==> src/rtl/entry_pkg.sv <==
// Shared constants and types for the player-ID digit entry path.
package entry_pkg;

  localparam int unsigned DIGIT_W       = 4;
  localparam int unsigned MAX_DIGIT     = 9;
  localparam int unsigned DIGITS_PER_ID = 4;
  localparam int unsigned COUNT_W       = 3;

  typedef logic [DIGIT_W-1:0] digit_t;
  typedef logic [COUNT_W-1:0] count_t;

  // Registered output payload presented to PlayerID_Authentication.
  typedef struct packed {
    digit_t digit;
    logic   load;
    logic   error;
    logic   done;
    count_t count;
  } entry_out_t;

  function automatic logic digit_legal(input digit_t d);
    return d <= DIGIT_W'(MAX_DIGIT);
  endfunction

endpackage

==> src/rtl/user_digit_entry_if.sv <==
// Switch-side inputs and authentication-side outputs of the digit entry block.
interface user_digit_entry_if;
  import entry_pkg::*;

  digit_t RawDigit;
  logic   RawLoad;
  logic   logout;
  digit_t UserDigit;
  logic   UserLoad;
  logic   DigitError;
  count_t DigitCount;
  logic   EntryDone;

  modport master (
    output RawDigit, RawLoad, logout,
    input  UserDigit, UserLoad, DigitError, DigitCount, EntryDone
  );

  modport slave (
    input  RawDigit, RawLoad, logout,
    output UserDigit, UserLoad, DigitError, DigitCount, EntryDone
  );

endinterface

==> src/rtl/debounce_sync.sv <==
// Two-flop synchroniser plus stable-count debouncer for one bouncing input.
// Any sample equal to the current debounced level restarts the count.
module debounce_sync #(
  parameter int unsigned DEBOUNCE_CYCLES = 50000,
  parameter int unsigned CNT_W           = 16
) (
  input  logic clk,
  input  logic rst,
  input  logic raw_i,
  output logic deb_o,
  output logic rise_c_o
);

  localparam logic [CNT_W-1:0] CNT_LAST = CNT_W'(DEBOUNCE_CYCLES - 1);

  logic             sync1_q, sync2_q;
  logic             deb_q, deb_d, deb_dly_q;
  logic [CNT_W-1:0] cnt_q, cnt_d;

  always_ff @(posedge clk or negedge rst) begin
    if (!rst) begin
      sync1_q   <= 1'b0;
      sync2_q   <= 1'b0;
      deb_q     <= 1'b0;
      deb_dly_q <= 1'b0;
      cnt_q     <= '0;
    end else begin
      sync1_q   <= raw_i;
      sync2_q   <= sync1_q;
      deb_q     <= deb_d;
      deb_dly_q <= deb_q;
      cnt_q     <= cnt_d;
    end
  end

  always_comb begin
    deb_d = deb_q;
    cnt_d = '0;
    if (sync2_q != deb_q) begin
      if (cnt_q == CNT_LAST) begin
        deb_d = sync2_q;
      end else begin
        cnt_d = cnt_q + CNT_W'(1);
      end
    end
  end

  assign deb_o    = deb_q;
  assign rise_c_o = deb_q & ~deb_dly_q;

endmodule

==> src/rtl/user_digit_entry.sv <==
// Player-ID digit entry: synchronised digit switches, debounced load button,
// digit validation and per-attempt digit counting with one-cycle strobes.
module user_digit_entry
  import entry_pkg::*;
#(
  parameter int unsigned DEBOUNCE_CYCLES = 50000,
  parameter int unsigned CNT_W           = 16
) (
  input logic               clk,
  input logic               rst,
  user_digit_entry_if.slave bus
);

  localparam count_t COUNT_LAST = COUNT_W'(DIGITS_PER_ID - 1);

  digit_t     dig_sync1_q, dig_sync2_q;
  logic       load_deb, load_rise_c, press_c;
  entry_out_t out_q, out_d;

  debounce_sync #(
    .DEBOUNCE_CYCLES(DEBOUNCE_CYCLES),
    .CNT_W          (CNT_W)
  ) u_load_db (
    .clk     (clk),
    .rst     (rst),
    .raw_i   (bus.RawLoad),
    .deb_o   (load_deb),
    .rise_c_o(load_rise_c)
  );

  assign press_c = load_rise_c & load_deb;

  always_ff @(posedge clk or negedge rst) begin
    if (!rst) begin
      dig_sync1_q <= '0;
      dig_sync2_q <= '0;
      out_q       <= '0;
    end else begin
      dig_sync1_q <= bus.RawDigit;
      dig_sync2_q <= dig_sync1_q;
      out_q       <= out_d;
    end
  end

  // Logout wins over a coincident press; an illegal digit leaves digit and count alone.
  always_comb begin
    out_d       = out_q;
    out_d.load  = 1'b0;
    out_d.error = 1'b0;
    out_d.done  = 1'b0;
    if (bus.logout) begin
      out_d.count = '0;
    end else if (press_c) begin
      if (!digit_legal(dig_sync2_q)) begin
        out_d.error = 1'b1;
      end else begin
        out_d.digit = dig_sync2_q;
        out_d.load  = 1'b1;
        if (out_q.count == COUNT_LAST) begin
          out_d.count = '0;
          out_d.done  = 1'b1;
        end else begin
          out_d.count = out_q.count + COUNT_W'(1);
        end
      end
    end
  end

  assign bus.UserDigit  = out_q.digit;
  assign bus.UserLoad   = out_q.load;
  assign bus.DigitError = out_q.error;
  assign bus.EntryDone  = out_q.done;
  assign bus.DigitCount = out_q.count;

endmodule

==> src/flat_wrapper.sv <==
// flat-port wrapper written by rule: the top's interface ports become plain ports
module user_digit_entry_flat import entry_pkg::*;
#(
  parameter int unsigned DEBOUNCE_CYCLES = 50000,
  parameter int unsigned CNT_W           = 16
)
  (clk, rst, bus_RawDigit, bus_RawLoad, bus_logout, bus_UserDigit, bus_UserLoad, bus_DigitError, bus_DigitCount, bus_EntryDone);
  user_digit_entry_if bus_i ();
  input logic clk;
  input logic rst;
  input wire logic [$bits(bus_i.RawDigit)-1:0] bus_RawDigit;
  input wire logic [$bits(bus_i.RawLoad)-1:0] bus_RawLoad;
  input wire logic [$bits(bus_i.logout)-1:0] bus_logout;
  output wire logic [$bits(bus_i.UserDigit)-1:0] bus_UserDigit;
  output wire logic [$bits(bus_i.UserLoad)-1:0] bus_UserLoad;
  output wire logic [$bits(bus_i.DigitError)-1:0] bus_DigitError;
  output wire logic [$bits(bus_i.DigitCount)-1:0] bus_DigitCount;
  output wire logic [$bits(bus_i.EntryDone)-1:0] bus_EntryDone;
  assign bus_i.RawDigit = bus_RawDigit;
  assign bus_i.RawLoad = bus_RawLoad;
  assign bus_i.logout = bus_logout;
  assign bus_UserDigit = bus_i.UserDigit;
  assign bus_UserLoad = bus_i.UserLoad;
  assign bus_DigitError = bus_i.DigitError;
  assign bus_DigitCount = bus_i.DigitCount;
  assign bus_EntryDone = bus_i.EntryDone;
  user_digit_entry #(.DEBOUNCE_CYCLES(DEBOUNCE_CYCLES), .CNT_W(CNT_W)) u_core (.clk(clk), .rst(rst), .bus(bus_i));
endmodule
==> config.mk <==
export PLATFORM = sky130hd
export DESIGN_NAME = user_digit_entry_flat
export DESIGN_NICKNAME = d
export VERILOG_FILES = /design/src/rtl/entry_pkg.sv /design/src/rtl/user_digit_entry_if.sv /design/src/rtl/debounce_sync.sv /design/src/rtl/user_digit_entry.sv /design/src/flat_wrapper.sv
export SDC_FILE = /design/constraint.sdc
export NUM_CORES = 1
export LEC_CHECK = 0
export CAP_MARGIN = 20
export CORE_MARGIN = 5
export CORE_UTILIZATION = 40
export CTS_CLUSTER_DIAMETER = 150
export CTS_CLUSTER_SIZE = 10
export DETAILED_ROUTE_END_ITERATION = 10
export MAX_ROUTING_LAYER = met4
export PLACE_DENSITY = 0.65
export SETUP_SLACK_MARGIN = 0.1
export SYNTH_ARGS = -nofsm -noshare
export SYNTH_HDL_FRONTEND = slang
export SYNTH_SLANG_ARGS = --single-unit
==> constraint.sdc <==
create_clock -name clk -period 2.55 [get_ports clk]
set_input_delay 0.3825 -clock clk [delete_from_list [all_inputs] [get_ports clk]]
set_output_delay 0.3825 -clock clk [all_outputs]
set_load 0.1 [all_outputs]
==> qor.csv, run 1 <==
stage,metric,value,unit
pwr,seqPwrFrac,49.2,%
critical_path,critPathSlowestCell,or4b_1,
placement,io_buffers,17,
critical_path,critical_path_buf_inv_count,0,
timing,relSlewSlack,69.7,%
pwr,internal_power,0.00102,W
critical_path,crit_path_start_kind,flip-flop,
yosys,yosys_most_used_dff,dfrtp_1,
route,route.met2.wl,1140,um
clock_network,clock-root-buffer,clkbuf_8,
yosys,synth_enable_flop_cells,0,
critical_path,crit_type,reg2reg,
clock_network,clkSinkCount,38,
yosys,yosysTopAreaCell,dfrtp_1,
route,met1Wirelength,1110,um
timing,timing.fmax,0.509,GHz
clock_network,postCtsSetupBuffers,0,
grt,grt_pass1_vias,1019,
yosys,synthArstFlopShare,100,%
critical_path,crit_required,2.72,ns
clock_network,clk_latency,0.29,ns
critical_path,setup.worst_path.end_class,flip-flop,
critical_path,max_stage_delay,0.55,ns
yosys,syn_nets,136,
timing,final.setup_skew,0.00497,ns
final_layout,drive_above_1_share,15.9,%
yosys,synth-seq-area-share,63.5,%
pwr,power_density,687,mW/mm^2
timing,period_share,77.1,%
route,ant_nets,0,
timing,fin_crit,1.97,ns
clock_network,ctsResizeCount,0,
yosys,synth_area_leaders,"dfrtp_1 (63%), xnor2_1 (7.0%), nor2_1 (5.5%)",
critical_path,cp.arrival,2.13,ns
route,routed_via_density,4.94,
clock_network,clockBufferDepth,2,
placement,dp_hpwl,1710,um
floorplanning,die_width,71.2,um
clock_network,cts_tree,done,
pwr,switching_power,0.000241,W
pwr,switching_share,19.1,%
pwr,p_leak,0.832,nW
critical_path,cp_max_fo,14,
job,drv_cap,0,
route,vias,983,
timing,worstMarginPinSlew,0.454,ns
timing,setup_viol,0,
placement,place_congestion,0.742,
route,drt_first_pass_iters,4,
clock_network,cts_hold_buffers,0,
grt,grt_usage,11.6,%
yosys,syn_area_per_cell,11.9,um^2
grt,overflow,0,
timing,drv_slew,0,
route,wl_met3,104,um
timing,hold_violations,0,
final_layout,fin_util,50.6,%
floorplanning,core,0.00363,mm^2
timing,tns,0,ns
pwr,p_clk_share,48.0,%
floorplanning,ios,18,
yosys,synth_seq_cells,38,
route,drc,0,
yosys,synthTopCellsByCount,"dfrtp_1 (38), nor2_1 (22), xnor2_1 (12), nand2_1 (8), nand3_1 (6)",
floorplanning,start_util,41.2,%
route,wl_per_cell,12.1,um
clock_network,cts_max_level,2,
grt,grt_first_pass_wirelength,4420,um
pwr,irDropWorstVdd,0.437,mV
route,postRouteWirelength,2410,um
final_layout,nets,160,
floorplanning,rows,22,
grt,grt_start_max_net_pins,39,
final_layout,area_growth,22.6,%
critical_path,crit_chain,or4b_1 -> or4_4 -> nand2_2 -> nor2_1,
timing,grt_setup_unrepaired,no,
clock_network,cts_buffers,5,
yosys,yosysWarnings,0,
floorplanning,die_area,0.00507,mm^2
run_status,outcome,"complete, no violations",
floorplanning,chipHeight,71.2,um
yosys,ys_types,25,
yosys,synth_most_common_cell,dfrtp_1,
final_layout,final_area,0.00184,mm^2
yosys,yosysTopAreaCellShare,63.5,%
pwr,combinationalPowerShare,2.8,%
route,drtIter0Drc,30,
critical_path,critical-path-top-delay-family,simple AND/OR/NAND/NOR gates,
clock_network,clk_pin_slew,0.07,ns
route,top_layer_used,met4,
min_path,hold_path_class,reg2reg,
placement,post_dp_cell_area,0.00170,mm^2
grt,antenna_found_initial,0,
final_layout,insertedDiodeCount,0,
yosys,post_synth_instance_area,0.00150,mm^2
yosys,synth_cells,126,
[layout by cell type (no fill, tap or decap), types with 2 or more instances in the layout]
| cell type | netlist | layout |
|---|---|---|
| buf_4 | 0 | 11 |
| bufinv_16 | 0 | 2 |
| clkbuf_8 | 0 | 5 |
| clkdlybuf4s50_1 | 0 | 7 |
| dfrtp_1 | 38 | 38 |
| ha_1 | 2 | 2 |
| inv_1 | 5 | 5 |
| mux2_2 | 2 | 2 |
| mux2i_1 | 2 | 2 |
| nand2_1 | 8 | 8 |
| nand3_1 | 6 | 6 |
| nand4_1 | 3 | 3 |
| nor2_1 | 22 | 22 |
| nor3_1 | 5 | 5 |
| nor4_1 | 5 | 5 |
| or4b_1 | 2 | 2 |
| xnor2_1 | 12 | 12 |
| xor2_1 | 3 | 3 |
[cell families (layout without fill, tap and decap cells)]
family	count (synthesis)	in the layout	share of synthesized area, %
simple gates	57	57	19.0
fa+ha+maj	2	2	1.67
buf+inv	6	31	2.01
mux	5	5	3.84
xor+xnor	15	15	8.77
compound gates	3	3	1.25
flops	38	38	63.5
[worst paths after layout]
| kind | startpoint | to | slack (ns) | cells after the start |
|---|---|---|---|---|
| max in group asynchronous | rst | u_core.u_load_db.cnt_q[14]$_DFF_PN0_ | 1.72 | 2 |
| max reg2reg | u_core.u_load_db.cnt_q[11]$_DFF_PN0_ | u_core.u_load_db.cnt_q[11]$_DFF_PN0_ | 0.58 | 4 |
| min reg2reg | u_core.dig_sync1_q[1]$_DFF_PN0_ | u_core.dig_sync2_q[1]$_DFF_PN0_ | 0.35 | 0 |
| min | u_core.dig_sync1_q[1]$_DFF_PN0_ | u_core.dig_sync2_q[1]$_DFF_PN0_ | 0.35 | 0 |
| max | u_core.u_load_db.cnt_q[11]$_DFF_PN0_ | u_core.u_load_db.cnt_q[11]$_DFF_PN0_ | 0.58 | 4 |
| min in group asynchronous | rst | u_core.bus.UserLoad$_DFF_PN0_ | 0.51 | 2 |
[sequential cells by signal (all words and copies together), names as in the netlist]
signal                      count
u_core.dig_sync1_q              4
u_core.bus.UserDigit            4
u_core.u_load_db.cnt_q         16
u_core.dig_sync2_q              4
u_core.bus.UserLoad             1
u_core.u_load_db.sync2_q        1
u_core.bus.EntryDone            1
u_core.u_load_db.deb_dly_q      1
u_core.bus.DigitError           1
u_core.u_load_db.deb_o          1
u_core.u_load_db.sync1_q        1
u_core.bus.DigitCount           3
[power groups by stage]
stage / Combinational [W] / Sequential, W / Clock, W
floorplan: 0.0000115 / 0.000631 / 0
global placement: 0.0000350 / 0.000632 / 0
detailed placement: 0.0000363 / 0.000633 / 0
CTS: 0.0000364 / 0.000620 / 0.000619
global route: 0.0000401 / 0.000622 / 0.000639
finish: 0.0000350 / 0.000621 / 0.000606
[layout make-up]
type                    count  area, um^2
flip-flops and latches     38         951
multi-input cells          82         517
inverters                   5        18.8
clock inverters             3        68.8
fillers                   341        1800
well taps                  48        60.1
clock buffers               5        68.8
repair buffers             18         153
[through the flow]
| step | worst slack (ns) | std cells | hold slack, ns | power, W |
|---|---|---|---|---|
| finish | 0.585 | 199 | 0.354 | 0.00126 |
| global placement | 0.642 | 191 | 0.333 | 0.000667 |
| global route | 0.489 | 199 | 0.357 | 0.00130 |
| detailed placement | 0.594 | 191 | 0.337 | 0.000669 |
| CTS | 0.587 | 199 | 0.354 | 0.00128 |
| floorplan | 0.691 | 126 | 0.0869 | 0.000642 |
[metal layers]
| layer | track usage [%] | vias up |
|---|---|---|
| li1 | - | 470 |
| met1 | 13.7 | 488 |
| met2 | 17.4 | 19 |
| met3 | 4.55 | 6 |
| met4 | 5.01 | 0 |
| met5 | - | - |
Power figures use the tool's default switching activity.
==> run 2: changes to the inputs <==
PLACE_DENSITY = 0.68   (was 0.65)
clock period = 1.7 ns   (was 2.55 ns; I/O delays follow)
==> run 2 against run 1 <==
Effect of this change:
- the run now ends with negative setup slack left
- wire length grew 20%
- flip-flop and latch count is the same
- register-to-register slack lost 0.77 ns
- cell count grew 7.0%
- combinational power grew 83%
- via count grew 6.5%
- clock-buffer cell count is the same
- core utilization grew 6.4 points
- sequential share of layout area shrank 5.8 points
- worst hold slack is essentially flat
- critical endpoint is now u_core.u_load_db.cnt_q[1]$_DFF_PN0_
==> qor.csv, run 2 (synthesis gave the netlist of run 1 again) <==
stage,metric,value,unit,change
critical_path,crit_type,reg2reg,,
critical_path,critPathSlowestCell,or4_4,,
grt,grt_usage,13.7,%,+2.1 points
pwr,internal_power,0.00138,W,+36%
pwr,p_leak,0.915,nW,+10%
final_layout,multi_input_area,551,um^2,+6.5%
pwr,switching_share,21.1,%,+2.0 points
critical_path,cp_max_fo,3,,-11
pwr,switching_power,0.000370,W,+54%
floorplanning,start_util,41.2,%,unchanged
clock_network,clockBufferDepth,2,,unchanged
critical_path,cp.arrival,2.07,ns,-0.06 ns
final_layout,top_register,u_core.u_load_db.cnt_q,,
final_layout,fin_util,57.0,%,+6.4 points
run_status,outcome,finished with violations,,
clock_network,cts_max_level,2,,unchanged
critical_path,max_stage_delay,0.55,ns,about the same
grt,grt_pass1_vias,1115,,+9.4%
final_layout,area.sequential,952,um^2,+0.13%
final_layout,drive_above_1_share,23.6,%,+7.7 points
timing,fin_crit,1.89,ns,-0.0795 ns
route,drt_first_pass_iters,4,,unchanged
timing,setup_viol,16,,+16
timing,whs,0.353,ns,-0.000368 ns
pwr,irDropWorstVdd,0.488,mV,+12%
final_layout,final_common_cell,dfrtp_1,,
timing,period_share,111,%,+34 points
pwr,combinationalPowerShare,3.7,%,+0.9 points
floorplanning,chipHeight,71.2,um,unchanged
route,wl_per_cell,13.6,um,+12%
timing,relSlewSlack,40.0,%,-30 points
pwr,power_density,847,mW/mm^2,+23%
pwr,p_clk_share,43.3,%,-4.7 points
route,drc,0,,unchanged
clock_network,clk_pin_slew,0.08,ns,about the same
clock_network,clkSinkCount,38,,unchanged
timing,timing.fmax,0.530,GHz,+4.2%
grt,antenna_found_initial,0,,unchanged
floorplanning,die_area,0.00507,mm^2,unchanged
clock_network,cts_tree,done,,
clock_network,clk_latency,0.29,ns,about the same
placement,placed_cells,201,,+5.2%
timing,grt_setup_unrepaired,yes,,
route,postRouteWirelength,2900,um,+20%
final_layout,largest_reg_flops,16,,unchanged
job,drv_cap,0,,unchanged
floorplanning,die_width,71.2,um,unchanged
timing,final.setup_skew,0.00569,ns,+0.000719 ns
final_layout,final_cell_mix,"dfrtp_1 (37), nor2_1 (22), buf_4 (14), xnor2_1 (12), buf_12 (10)",,
pwr,p_total,0.00175,W,+39%
final_layout,nets,174,,+8.8%
critical_path,crit_path_start_kind,flip-flop,,
placement,place_congestion,0.794,,+7.0%
clock_network,clock-root-buffer,clkbuf_8,,
route,drtIter0Drc,48,,+60%
placement,io_buffers,17,,unchanged
critical_path,crit_required,1.88,ns,-0.84 ns
final_layout,stdcell_count,213,,+7.0%
grt,grt_first_pass_wirelength,5180,um,+17%
floorplanning,rows,22,,unchanged
grt,overflow,0,,unchanged
clock_network,cts_buffers,5,,unchanged
floorplanning,ios,18,,unchanged
timing,worst_slack,-0.186,ns,-0.771 ns
placement,post_dp_cell_area,0.00190,mm^2,+12%
route,routed_via_density,4.92,,-0.49%
timing,hold_violations,0,,unchanged
final_layout,filler_cell_count,301,,-12%
min_path,hold_path_class,reg2reg,,
critical_path,crit_chain,or4b_1 -> or4_4 -> buf_4 -> and3_1,,
placement,dp_hpwl,2000,um,+17%
grt,grt_start_max_net_pins,39,,unchanged
run_status,failed_checks,negative setup slack,,
final_layout,final_area,0.00207,mm^2,+13%
clock_network,cts_hold_buffers,0,,unchanged
final_layout,area_growth,38.3,%,
floorplanning,core,0.00363,mm^2,unchanged
timing,worstMarginPinSlew,0.897,ns,+0.443 ns
timing,drv_slew,0,,unchanged
route,vias,1047,,+6.5%
critical_path,setup.worst_path.end_class,flip-flop,,
route,ant_nets,0,,unchanged
final_layout,insertedDiodeCount,0,,unchanged
pwr,seqPwrFrac,53.0,%,+3.8 points
## run 2: per-layer routing
layer / vias to the layer above / track usage [%] / routed length [um]
li1: 500 / - / -
met1: 520 / 15.8 / 1210
met2: 21 / 21.6 / 1500
met3: 6 / 2.70 / 112
met4: 0 / 8.77 / 74
met5: - / - / 0
## run 2: path summary, 6_finish.rpt
| check | from | to | slack, ns | depth (start not counted) |
|---|---|---|---|---|
| worst min register to register | u_core.dig_sync1_q[2]$_DFF_PN0_ | u_core.dig_sync2_q[2]$_DFF_PN0_ | 0.35 | 0 |
| max in group asynchronous | rst | u_core.bus.DigitCount[0]$_DFFE_PN0P_ | 0.96 | 2 |
| min in group asynchronous | rst | u_core.u_load_db.cnt_q[15]$_DFF_PN0_ | 0.39 | 2 |
| worst max register to register | u_core.u_load_db.cnt_q[11]$_DFF_PN0_ | u_core.u_load_db.cnt_q[1]$_DFF_PN0_ | -0.19 | 4 |
| worst min-delay path | u_core.dig_sync1_q[2]$_DFF_PN0_ | u_core.dig_sync2_q[2]$_DFF_PN0_ | 0.35 | 0 |
| worst max-delay path | u_core.u_load_db.cnt_q[11]$_DFF_PN0_ | u_core.u_load_db.cnt_q[1]$_DFF_PN0_ | -0.19 | 4 |
## run 2: worst max-delay path, delay by kind of cell, from the launching register on
family                 cells  cell delay [ns]
AND/OR/NAND/NOR            3             1.21
flip-flops                 1             0.40
buffers and inverters      1             0.17
## run 2: layout make-up
type                            count  area share (%)
Clock buffer                        5            3.32
Timing Repair Buffer               31            18.1
Sequential cell                    38            46.0
Inverter                            5           0.906
Clock inverter                      3            2.18
Multi-Input combinational cell     83            26.6
Tap cell                           48            2.90
## run 2: metrics by stage
step	worst slack, ns	setup TNS [ns]
2_1_floorplan	-0.155	-1.48
3_3_place_gp	-0.148	-2.13
3_5_place_dp	-0.199	-2.73
4_1_cts	-0.168	-2.59
5_1_grt	-0.242	-3.60
6_report	-0.186	-2.80
## run 2: repair_timing
item                       CTS  global route
setup endpoints to repair   16            16
setup buffers                2             1
gates cloned                 1             0
resized for setup            2             1
pin swaps                    0             0
## run 2: power by group through the flow
stage	clock [W]	sequential (W)	combinational (W)
2_1_floorplan	0	0.000946	0.0000173
3_3_place_gp	0	0.000947	0.0000557
3_5_place_dp	0	0.000949	0.0000580
4_1_cts	0.000779	0.000931	0.0000640
5_1_grt	0.000818	0.000933	0.0000735
6_report	0.000760	0.000931	0.0000642
==> run 3: changes to the inputs <==
CORE_MARGIN = 3   (was 5)
PLACE_DENSITY = 0.66   (was 0.68)
==> run 3 against run 2 <==
Effect of this change:
- the run ends with negative hold slack, negative setup slack left
- worst setup slack worse by 0.022 ns
- sequential power is essentially flat
- wire length down 0.90%
- critical path depth decreased by 1
- largest power group unchanged
- clock skew shrank 0.0031 ns
- worst hold slack worse by 0.37 ns
- first-iteration DRC count fell by 35%
==> qor.csv, run 3 (synthesis gave the netlist of run 1 again) <==
stage,metric,value,unit,change
pwr,p_leak,0.908,nW,-0.73%
clock_network,cts_max_level,2,,unchanged
floorplanning,rows,21,,-4.5%
grt,grt_pass1_vias,1103,,-1.1%
grt,antenna_found_initial,0,,unchanged
route,wl_per_cell,13.7,um,+0.52%
clock_network,clk_latency,0.29,ns,about the same
final_layout,final_cell_mix,"dfrtp_1 (37), nor2_1 (15), xnor2_1 (12), buf_4 (11), buf_12 (10)",,
final_layout,drive_above_1_share,28.0,%,+4.4 points
clock_network,clockBufferDepth,2,,unchanged
run_status,outcome,finished with violations,,
pwr,switching_power,0.000372,W,+0.49%
critical_path,r2r_start,u_core.u_load_db.cnt_q[4]$_DFF_PN0_,,
timing,fin_crit,1.91,ns,+0.0220 ns
critical_path,critPathSlowestCell,or4_4,,
final_layout,largest_reg_flops,16,,unchanged
floorplanning,start_util,43.2,%,+2.0 points
route,vias,1057,,+0.96%
placement,place_congestion,0.859,,+8.3%
final_layout,top_register,u_core.u_load_db.cnt_q,,
run_status,failed_checks,"negative hold slack, negative setup slack",,
route,drt_first_pass_iters,4,,unchanged
placement,placed_cells,199,,-1.0%
pwr,combinationalPowerShare,3.8,%,about the same
timing,period_share,112,%,+1.3 points
critical_path,cp_max_fo,4,,+1
timing,whs,-0.0123,ns,-0.366 ns
placement,dp_hpwl,1930,um,-3.3%
floorplanning,die_area,0.00451,mm^2,-11%
clock_network,cts_hold_buffers,0,,unchanged
route,ant_nets,0,,unchanged
clock_network,cts_tree,done,,
timing,final.setup_skew,0.00262,ns,-0.00307 ns
pwr,irDropWorstVdd,0.697,mV,+43%
critical_path,crit_chain,or4b_1 -> or4_4 -> mux2_4,,
critical_path,crit_path_start_kind,flip-flop,,
min_path,hold_path_class,in2async,,
critical_path,crit_type,reg2reg,,
clock_network,clkSinkCount,38,,unchanged
floorplanning,die_width,67.2,um,-5.6%
route,drtIter0Drc,31,,-35%
timing,drv_slew,0,,unchanged
placement,pre_cts_ws,-0.181,ns,+0.0179 ns
final_layout,insertedDiodeCount,0,,unchanged
pwr,seqPwrFrac,53.0,%,about the same
route,routed_via_density,5.03,,+2.4%
clock_network,cts_buffers,5,,unchanged
grt,grt_first_pass_wirelength,4930,um,-4.7%
timing,timing.fmax,0.524,GHz,-1.2%
timing,worstMarginPinSlew,0.860,ns,-0.0368 ns
floorplanning,ios,18,,unchanged
critical_path,max_stage_delay,0.57,ns,+0.02 ns
route,postRouteWirelength,2880,um,-0.90%
grt,grt_start_max_net_pins,39,,unchanged
clock_network,clock-root-buffer,clkbuf_8,,
floorplanning,core,0.00347,mm^2,-4.5%
timing,relSlewSlack,42.5,%,+2.5 points
critical_path,rrSetupSlack,-0.21,ns,-0.02 ns
timing,grt_setup_unrepaired,yes,,
timing,hold_violations,8,,+8
floorplanning,chipHeight,67.2,um,-5.6%
route,drc,0,,unchanged
grt,overflow,0,,unchanged
timing,tns,-2.77,ns,+0.0386 ns
pwr,switching_share,21.2,%,+0.087 points
final_layout,nets,173,,-0.57%
clock_network,clk_pin_slew,0.07,ns,about the same
pwr,p_clk_share,43.2,%,about the same
final_layout,final_common_cell,dfrtp_1,,
pwr,power_density,836,mW/mm^2,-1.4%
timing,worst_slack,-0.208,ns,-0.0220 ns
grt,grt_usage,15.8,%,+2.1 points
final_layout,area_growth,40.3,%,
critical_path,crit_required,1.88,ns,about the same
pwr,internal_power,0.00138,W,about the same
placement,io_buffers,17,,unchanged
critical_path,reg2regPathDepth,3,,-1
critical_path,setup.worst_path.end_class,flip-flop,,
final_layout,stdcell_count,210,,-1.4%
job,drv_cap,0,,unchanged
critical_path,cp.arrival,2.09,ns,+0.02 ns
critical_path,reg2reg_to,u_core.u_load_db.deb_o$_DFFE_PN0P_,,
timing,setup_viol,16,,unchanged
-- run 3: layout make-up --
| type | instances | area (um^2) |
|---|---|---|
| timing repair buffer | 30 | 370 |
| tap | 46 | 57.6 |
| inverter | 5 | 18.8 |
| clock inverter | 3 | 45.0 |
| multi-input combinational | 83 | 588 |
| sequential | 38 | 952 |
| clock buffer | 5 | 68.8 |
| fill | 284 | 1370 |
-- run 3: how the worst max path moves through the flow --
stage	startpoint	to	slack [ns]	cells past startpoint
after floorplan	u_core.u_load_db.cnt_q[11]$_DFF_PN0_	u_core.u_load_db.deb_o$_DFFE_PN0P_	-0.15	3
after global placement	u_core.u_load_db.cnt_q[4]$_DFF_PN0_	u_core.u_load_db.cnt_q[7]$_DFF_PN0_	-0.16	4
after detailed placement	u_core.u_load_db.cnt_q[4]$_DFF_PN0_	u_core.u_load_db.cnt_q[9]$_DFF_PN0_	-0.18	4
after CTS	u_core.u_load_db.cnt_q[4]$_DFF_PN0_	u_core.u_load_db.deb_o$_DFFE_PN0P_	-0.17	3
after global routing	u_core.u_load_db.cnt_q[4]$_DFF_PN0_	u_core.u_load_db.cnt_q[13]$_DFF_PN0_	-0.25	5
final	u_core.u_load_db.cnt_q[4]$_DFF_PN0_	u_core.u_load_db.deb_o$_DFFE_PN0P_	-0.21	3
-- run 3: what timing repair did --
item | in CTS | in global routing
resized for setup | 2 | 15
gates cloned | 1 | 0
pin swaps | 0 | 6
setup endpoints to repair | 16 | 18
setup buffers | 2 | 0
-- run 3: power groups by stage --
stage / Clock (W) / Sequential, W / Combinational [W]
finish: 0.000759 / 0.000931 / 0.0000667
floorplan: 0 / 0.000946 / 0.0000173
global placement: 0 / 0.000947 / 0.0000553
detailed placement: 0 / 0.000948 / 0.0000568
CTS: 0.000784 / 0.000930 / 0.0000632
global route: 0.000828 / 0.000933 / 0.0000745
-- run 3: metal layers --
| metal | GRT usage [%] | wire length (um) | vias to the layer above | share of wire, % |
|---|---|---|---|---|
| li1 | - | - | 500 | - |
| met1 | 17.9 | 1200 | 514 | 42 |
| met2 | 24.8 | 1460 | 33 | 51 |
| met3 | 5.66 | 155 | 10 | 5.4 |
| met4 | 7.85 | 60 | 0 | 2.1 |
| met5 | - | 0 | - | 0 |
-- run 3: critical path, delay by kind of cell (launching register included) --
kind	cells	cell delay (ns)
simple gates	2	1.10
mux	1	0.32
flops	1	0.38
-- run 3: stage by stage --
step / total power, W / instance area, um^2 / util (%)
after floorplan: 0.000964 / 1500 / -
final: 0.00176 / 2100 / 60.6
after global routing: 0.00184 / 2100 / 60.6
after global placement: 0.00100 / 1890 / 54.6
after CTS: 0.00178 / 2050 / 59.0
after detailed placement: 0.00101 / 1890 / 54.6
